$ cat src/rtl/dawson_responder_if.sv
// dawson_responder_if: Dawson stb/ack responder wrapping a start/done two-operand core.
// Optional core watchdog enabled by defining DAWSON_RESP_TIMEOUT_EN.
module dawson_responder_if #(
    parameter int WIDTH          = 64,
    parameter int TIMEOUT_CYCLES = 1024
) (
    input  logic             clk,
    input  logic             rst,
    input  logic [WIDTH-1:0] input_a,
    input  logic             input_a_stb,
    output logic             input_a_ack,
    input  logic [WIDTH-1:0] input_b,
    input  logic             input_b_stb,
    output logic             input_b_ack,
    output logic [WIDTH-1:0] output_z,
    output logic             output_z_stb,
    input  logic             output_z_ack,
    output logic [WIDTH-1:0] core_a,
    output logic [WIDTH-1:0] core_b,
    output logic             core_start,
    input  logic [WIDTH-1:0] core_result,
    input  logic             core_done,
    output logic             busy,
    output logic             timeout_err
);
    typedef enum logic [2:0] {S_GET_A, S_GET_B, S_START, S_WAIT, S_PUT_Z} state_t;

    state_t           state_q, state_d;
    logic             a_ack_q, a_ack_d, b_ack_q, b_ack_d, z_stb_q, z_stb_d;
    logic             start_q, start_d, busy_q, busy_d;
    logic [WIDTH-1:0] a_q, a_d, b_q, b_d, z_q, z_d;

`ifdef DAWSON_RESP_TIMEOUT_EN
    localparam int CW = $clog2(TIMEOUT_CYCLES + 1);
    logic [CW-1:0] cnt_q, cnt_d;
    logic          terr_q, terr_d;
    always_ff @(posedge clk or posedge rst) begin
        if (rst) begin
            cnt_q  <= '0;
            terr_q <= 1'b0;
        end else begin
            cnt_q  <= cnt_d;
            terr_q <= terr_d;
        end
    end
    assign timeout_err = terr_q;
`else
    logic unused_timeout;
    assign unused_timeout = ^TIMEOUT_CYCLES;
    assign timeout_err    = 1'b0;
`endif

    always_comb begin
        state_d = state_q;
        a_ack_d = a_ack_q;
        b_ack_d = b_ack_q;
        z_stb_d = z_stb_q;
        start_d = 1'b0;
        a_d     = a_q;
        b_d     = b_q;
        z_d     = z_q;
`ifdef DAWSON_RESP_TIMEOUT_EN
        cnt_d   = cnt_q;
        terr_d  = terr_q;
`endif
        case (state_q)
            S_GET_A: begin
                a_ack_d = 1'b1;
                if (a_ack_q && input_a_stb) begin
                    a_d     = input_a;
                    a_ack_d = 1'b0;
                    state_d = S_GET_B;
                end
            end
            S_GET_B: begin
                b_ack_d = 1'b1;
                if (b_ack_q && input_b_stb) begin
                    b_d     = input_b;
                    b_ack_d = 1'b0;
                    start_d = 1'b1;
                    state_d = S_START;
                end
            end
            S_START: begin
                state_d = S_WAIT;
`ifdef DAWSON_RESP_TIMEOUT_EN
                cnt_d   = '0;
`endif
            end
            S_WAIT: begin
                if (core_done) begin
                    z_d     = core_result;
                    z_stb_d = 1'b1;
                    state_d = S_PUT_Z;
                end
`ifdef DAWSON_RESP_TIMEOUT_EN
                else if (cnt_q == CW'(TIMEOUT_CYCLES - 1)) begin
                    // Core never answered: hand back a quiet NaN instead of hanging the initiator
                    z_d     = WIDTH'(64'h7FF8000000000000);
                    z_stb_d = 1'b1;
                    terr_d  = 1'b1;
                    state_d = S_PUT_Z;
                end else begin
                    cnt_d = cnt_q + 1'b1;
                end
`endif
            end
            S_PUT_Z: begin
                if (z_stb_q && output_z_ack) begin
                    z_stb_d = 1'b0;
                    state_d = S_GET_A;
                end
            end
            default: state_d = S_GET_A;
        endcase
        busy_d = state_d != S_GET_A;
    end

    always_ff @(posedge clk or posedge rst) begin
        if (rst) begin
            state_q <= S_GET_A;
            a_ack_q <= 1'b0;
            b_ack_q <= 1'b0;
            z_stb_q <= 1'b0;
            start_q <= 1'b0;
            busy_q  <= 1'b0;
            a_q     <= '0;
            b_q     <= '0;
            z_q     <= '0;
        end else begin
            state_q <= state_d;
            a_ack_q <= a_ack_d;
            b_ack_q <= b_ack_d;
            z_stb_q <= z_stb_d;
            start_q <= start_d;
            busy_q  <= busy_d;
            a_q     <= a_d;
            b_q     <= b_d;
            z_q     <= z_d;
        end
    end

    assign input_a_ack  = a_ack_q;
    assign input_b_ack  = b_ack_q;
    assign output_z_stb = z_stb_q;
    assign output_z     = z_q;
    assign core_a       = a_q;
    assign core_b       = b_q;
    assign core_start   = start_q;
    assign busy         = busy_q;
endmodule

$ cat config.mk
export PLATFORM = sky130hd
export DESIGN_NAME = dawson_responder_if
export DESIGN_NICKNAME = d
export VERILOG_FILES = /design/src/rtl/dawson_responder_if.sv
export SDC_FILE = /design/constraint.sdc
export NUM_CORES = 1
export LEC_CHECK = 0
export ABC_AREA = 1
export BUFFER_PORTS_ARGS = -buffer_cell sky130_fd_sc_hd__buf_2
export CORE_MARGIN = 4
export CORE_UTILIZATION = 29
export DETAILED_ROUTE_END_ITERATION = 16
export HOLD_SLACK_MARGIN = 0.02
export PLACE_DENSITY = 0.67
export SYNTH_ARGS = -nofsm -noshare
export SYNTH_HDL_FRONTEND = slang
export SYNTH_SLANG_ARGS = --single-unit
$ cat constraint.sdc
create_clock -name clk -period 8.4 [get_ports clk]
set_clock_uncertainty 0.15 [all_clocks]
set_input_delay 0.42 -clock clk [delete_from_list [all_inputs] [get_ports clk]]
set_output_delay 0.42 -clock clk [all_outputs]
set_load 0.02 [all_outputs]
==> results of run 1 <==
[state kept, by name (all words and copies together), names as in the netlist]
signal        count
core_b           64
output_z_stb      1
output_z         64
input_a_ack       1
core_a           64
input_b_ack       1
core_start        1
busy              1
state_q           3
[stage by stage]
| stage | utilization | power (W) | hold slack, ps | worst slack (ps) |
|---|---|---|---|---|
| detailed placement | 0.384 | 0.00343 | 309 | 5930 |
| finish | 0.432 | 0.00422 | 13.9 | 6190 |
| global placement | 0.384 | 0.00340 | 308 | 5980 |
| floorplan | - | 0.00275 | 380 | 2380 |
| global route | 0.432 | 0.00452 | 23.5 | 5950 |
| CTS | 0.431 | 0.00427 | 20.3 | 6160 |
[layout by cell type (no fill, tap or decap), drive strengths merged]
cell type,instances
a21oi,1
buf,399
clkbuf,18
clkinv,8
conb,1
dfrtp,200
diode,1
dlygate4sd3,64
inv,16
nand2,586
nand3,4
nand4,2
nor2,6
o21a,1
o21ai,1
[kinds of logic (layout without fill, tap and decap cells)]
kind of cell	Yosys count	after routing	synth area share
AO/OA/AOI/OAI	3	3	0.00232
flip-flops	200	200	0.662
buffers and inverters	53	505	0.0371
AND/OR/NAND/NOR	598	598	0.298
other	1	2	0.000496
[per-layer routing]
metal | vias up | global-route usage | share of wire
met5 | - | 0 | 0.00029
met4 | 2 | 0.0669 | 0.035
met3 | 52 | 0.0387 | 0.068
met2 | 277 | 0.273 | 0.49
met1 | 3267 | 0.199 | 0.40
li1 | 3433 | - | -
[area by class of cell]
| class | instances | share of cell area |
|---|---|---|
| sequential | 200 | 0.456 |
| clock buffer | 18 | 0.0391 |
| clock inverter | 14 | 0.0128 |
| inverter | 10 | 0.00410 |
| antenna | 1 | 0.000228 |
| multi-input combinational | 602 | 0.209 |
| tap | 330 | 0.0376 |
| timing repair buffer | 463 | 0.242 |
[worst max-delay path by stage]
stage	start	end	depth (start not counted)
2_1_floorplan	rst	busy	1
3_3_place_gp	rst	core_a[0]	3
3_5_place_dp	rst	output_z[22]	3
4_1_cts	state_q[2]	output_z[33]	6
5_1_grt	state_q[2]	output_z[46]	6
6_report	state_q[2]	output_z[60]	6
[what timing repair did]
action                     in CTS  in global routing
setup endpoints to repair       0                  0
hold endpoints to repair       62                  2
hold buffers                   62                  2
[report_power, final]
group          switching, W  total, W  internal (W)
Sequential         0.000230   0.00163       0.00140
Combinational       0.00121   0.00179      0.000579
Clock              0.000401  0.000796      0.000395
Total               0.00184   0.00422       0.00237
==> metrics.md, run 1 <==
| Metric | Value |
|---|---|
| Starting Density | 0.298 |
| Gr ovfl total | 0 |
| Share of the synthesized area in the top cell type | 0.662 |
| Area of the multi-input gates | 2290 µm² |
| Placed Cells | 1541 |
| Ys async rst share | 1.00 |
| Worst r2r path cells | 6 |
| Synthesized instance count | 855 |
| Cell taking the most area after synthesis | dfrtp_1 |
| Area occupied by registers | 5000 µm² |
| Post-synthesis register bit count | 200 |
| Synth cell types | 15 |
| Gates resized, CTS repair | 0 |
| CP Data Required Time | 8610 ps |
| Largest net degree at the start of global routing | 125 |
| Final setup fails | 0 |
| Die W | 169 µm |
| Placed cell areas | 9760 µm² |
| GRT Resource Usage Total | 0.162 |
| Fin cells | 1638 |
| Worst Hold Class | input port to async pin |
| RSZ-0062 raised after global routing | no |
| Vias post-DR | 7031 |
| I/O Pins | 396 |
| Clock Path Buffers | 2 |
| Detail Route Antenna Nets | 0 |
| Post-synth EDFFs | 0 |
| Post-DR vias/cell | 4.29 |
| CTS tree | yes |
| Clock buffer count from CTS | 17 |
| Die area | 28700 µm² |
| FF-to-FF setup slack | 6190 ps |
| Slowest cell on crit path | buf_4 |
| WL/cell | 14.5 µm |
| Synth top area cells | dfrtp_1, nand2_1, buf_2 |
| Root Driver | clkbuf_16 |
| Crit path max fanout | 65 |
| Synth Flop Type | dfrtp_1 |
| Final Cycle Share | 0.263 |
| Slew headroom | 0.235 |
| Core Rows | 58 |
| Cell with the most instances after synthesis | nand2_1 |
| Die Y | 169 µm |
| Startpoint class of the critical path | register |
| GPL Wtd Cong | 0.835 |
| Clock sinks | 200 |
| Worst-Margin Slew | 1150 ps |
| Crit path max-delay family | buffers and inverters |
| Max-cap violations | 0 |
| Post-CTS setup buffer count | 0 |
| Reg2reg start | state_q[2] |
| Final hold vios | 0 |
| Synthesis-to-layout area growth | 45.1% |
| Critical Path AT | 2410 ps |
| Final Max Tran Viols | 0 |
| Largest incremental delay on the critical path | 540 ps |
| Total Neg Setup Slack | 0 ps |
| Detailed placement HPWL | 16300 µm |
| Fmax | 0.453 GHz |
| Post-route cell area | 11000 µm² |
| Worst r2r dst | output_z[60] |
| Worst-path clk slew | 80 ps |
| Pwr/cell area | 384 nW/µm² |
| Layout cells sized above 1 | 0.336 |
| Initial antenna violation count | 2 |
| Vias in the first global route | 7249 |
| H-tree depth | 4 |
| Static leakage | 6.48 nW |
| Crit end category | register |
| CP bufs+invs | 3 |
| Cell Chain, Critical Path | inv_2, nand4_1, inv_2, buf_4, nand2_1, nand2_1 |
| Min Tclk post-route | 2210 ps |
| Fillcell total | 2517 |
| Synthesis warning total | 0 |
| Post-layout net count | 1492 |
| Core area | 25400 µm² |
| Syn_area_per_cell | 8.85 µm² |
| Synth top cells by count | nand2_1, dfrtp_1, buf_2 |
| Routed wire length | 23800 µm |
| # DRC | 0 |
| Outcome | completed |
| Worst VDD drop | 0.168 mV |
| DRT iter0 DRCs | 522 |
| IO Port Bufs | 394 |
| Sequential share of the synthesized area | 0.662 |
| Clk_lat worst skew | 420 ps |
| Cell Area, Synth | 7560 µm² |
| 1st-pass router iterations | 5 |
| Critical path class | register to register |
| Post-Syn Nets | 1053 |
| First-pass GRT wire length | 37500 µm |
Power figures use the tool's default switching activity.
==> run 2, diff against run 1 <==
--- a/config.mk
+++ b/config.mk
@@ -11,7 +11,7 @@
 export CORE_UTILIZATION = 29
 export DETAILED_ROUTE_END_ITERATION = 16
 export HOLD_SLACK_MARGIN = 0.02
-export PLACE_DENSITY = 0.67
+export PLACE_DENSITY = 0.69
 export SYNTH_ARGS = -nofsm -noshare
 export SYNTH_HDL_FRONTEND = slang
 export SYNTH_SLANG_ARGS = --single-unit
==> constraint.sdc (replaced) <==
create_clock -name clk -period 1.8 [get_ports clk]
set_clock_uncertainty 0.15 [all_clocks]
set_input_delay 0.09 -clock clk [delete_from_list [all_inputs] [get_ports clk]]
set_output_delay 0.09 -clock clk [all_outputs]
set_load 0.02 [all_outputs]
==> metrics.md, run 2 (same netlist as run 1, synthesis figures left out) <==
| Metric | Value |
|---|---|
| Outcome | completed |
| Clock sinks | 200 |
| Area of the multi-input gates | 2290 µm² |
| Worst VDD drop | 0.732 mV |
| Min Tclk post-route | 1600 ps |
| Root Driver | clkbuf_16 |
| Final Max Tran Viols | 0 |
| Crit path max fanout | 54 |
| Fin cells | 1792 |
| Clock Path Buffers | 2 |
| DRT iter0 DRCs | 582 |
| Worst-path clk slew | 80 ps |
| Layout cells sized above 1 | 0.315 |
| Detail Route Antenna Nets | 0 |
| Starting Density | 0.298 |
| Max-cap violations | 0 |
| Startpoint class of the critical path | register |
| Post-DR vias/cell | 4.29 |
| Initial antenna violation count | 1 |
| Fillcell total | 2281 |
| Die W | 169 µm |
| RSZ-0062 raised after global routing | no |
| Setup ws final | 198 ps |
| Worst Hold Slack | 56.5 ps |
| Vias in the first global route | 8099 |
| Vias post-DR | 7679 |
| First-pass GRT wire length | 41700 µm |
| Critical path startpoint | state_q[2] |
| WL/cell | 14.8 µm |
| Critical Path AT | 1800 ps |
| GPL Wtd Cong | 0.851 |
| Largest net degree at the start of global routing | 72 |
| Total Neg Setup Slack | 0 ps |
| Final hold vios | 0 |
| Pwr/cell area | 1610 nW/µm² |
| Clock buffer count from CTS | 17 |
| Final setup fails | 0 |
| Gr ovfl total | 0 |
| Reg2reg start | state_q[2] |
| Placed cell areas | 10000 µm² |
| Placed Cells | 1561 |
| Most frequent cells in the layout | nand2_1, buf_2, dfrtp_1 |
| Post-route cell area | 12600 µm² |
| IO Port Bufs | 394 |
| Area occupied by registers | 5000 µm² |
| Clk_lat worst skew | 420 ps |
| Final Cycle Share | 0.890 |
| Routed wire length | 26500 µm |
| Fmax | 0.624 GHz |
| Dpl ws | 200 ps |
| GRT Resource Usage Total | 0.181 |
| CTS tree | yes |
| Crit end category | register |
| CP Data Required Time | 2000 ps |
| Critical path class | register to register |
| 1st-pass router iterations | 5 |
| Post-CTS setup buffer count | 0 |
| H-tree depth | 4 |
| Die area | 28700 µm² |
| Post-layout net count | 1644 |
| Detailed placement HPWL | 17300 µm |
| Die Y | 169 µm |
| Most common cell after layout, fill and taps aside | nand2_1 |
| Static leakage | 7.17 nW |
| # DRC | 0 |
| Worst Hold Class | input port to async pin |
| Core Rows | 58 |
| I/O Pins | 396 |
| Synthesis-to-layout area growth | 66.5% |
| Core area | 25400 µm² |
==> run 2: path summary, 6_finish.rpt <==
check | end | slack, ps | cells past startpoint
worst max-delay path | output_z[10] | 200 | 6
worst min-delay path | core_a[15] | 60 | 3
worst max register to register | output_z[10] | 200 | 6
worst min register to register | core_b[22] | 320 | 2
max in group asynchronous | core_b[5] | 760 | 4
min in group clk | core_a[18] | 180 | 7
==> run 2: timing repair <==
action                                 4_1_cts  5_1_grt
resized for setup                            0        0
endpoints found under the hold margin      398        0
hold buffers                               196        0
==> run 2: where the power goes <==
part	internal [W]	total (W)	switching [W]	leakage [nW]
sequential	0.00654	0.00765	0.00112	2.51
clock	0.00198	0.00380	0.00182	0.286
combinational	0.00304	0.00883	0.00579	4.38
total	0.0116	0.0203	0.00873	7.17
==> run 2: cell type report <==
class	instances	share of cell area
clock inverters	14	0.0126
flip-flops and latches	200	0.398
inverters	10	0.00328
multi-input cells	602	0.182
clock buffers	18	0.0341
diodes	3	0.000596
repair buffers	615	0.337
well taps	330	0.0328
==> run 2: critical path, stage by stage (launching register included) <==
cell     delay (ps)
dfrtp_1         410
inv_2           100
nand4_1         210
inv_2           150
buf_12          230
nand2_1         150
nand2_1          90
==> run 2: routing by layer <==
layer  up-vias  share of wire  global-route usage
met4         0          0.048              0.0914
met1      3499           0.38               0.210
met2       359           0.50               0.312
met5         -              0                   0
li1       3739              -                   -
met3        82          0.075              0.0464
==> run 2: stage by stage <==
stage                util  power (W)
floorplan               -     0.0128
global placement    0.395     0.0160
detailed placement  0.395     0.0162
CTS                 0.495     0.0204
global route        0.495     0.0217
finish              0.496     0.0203
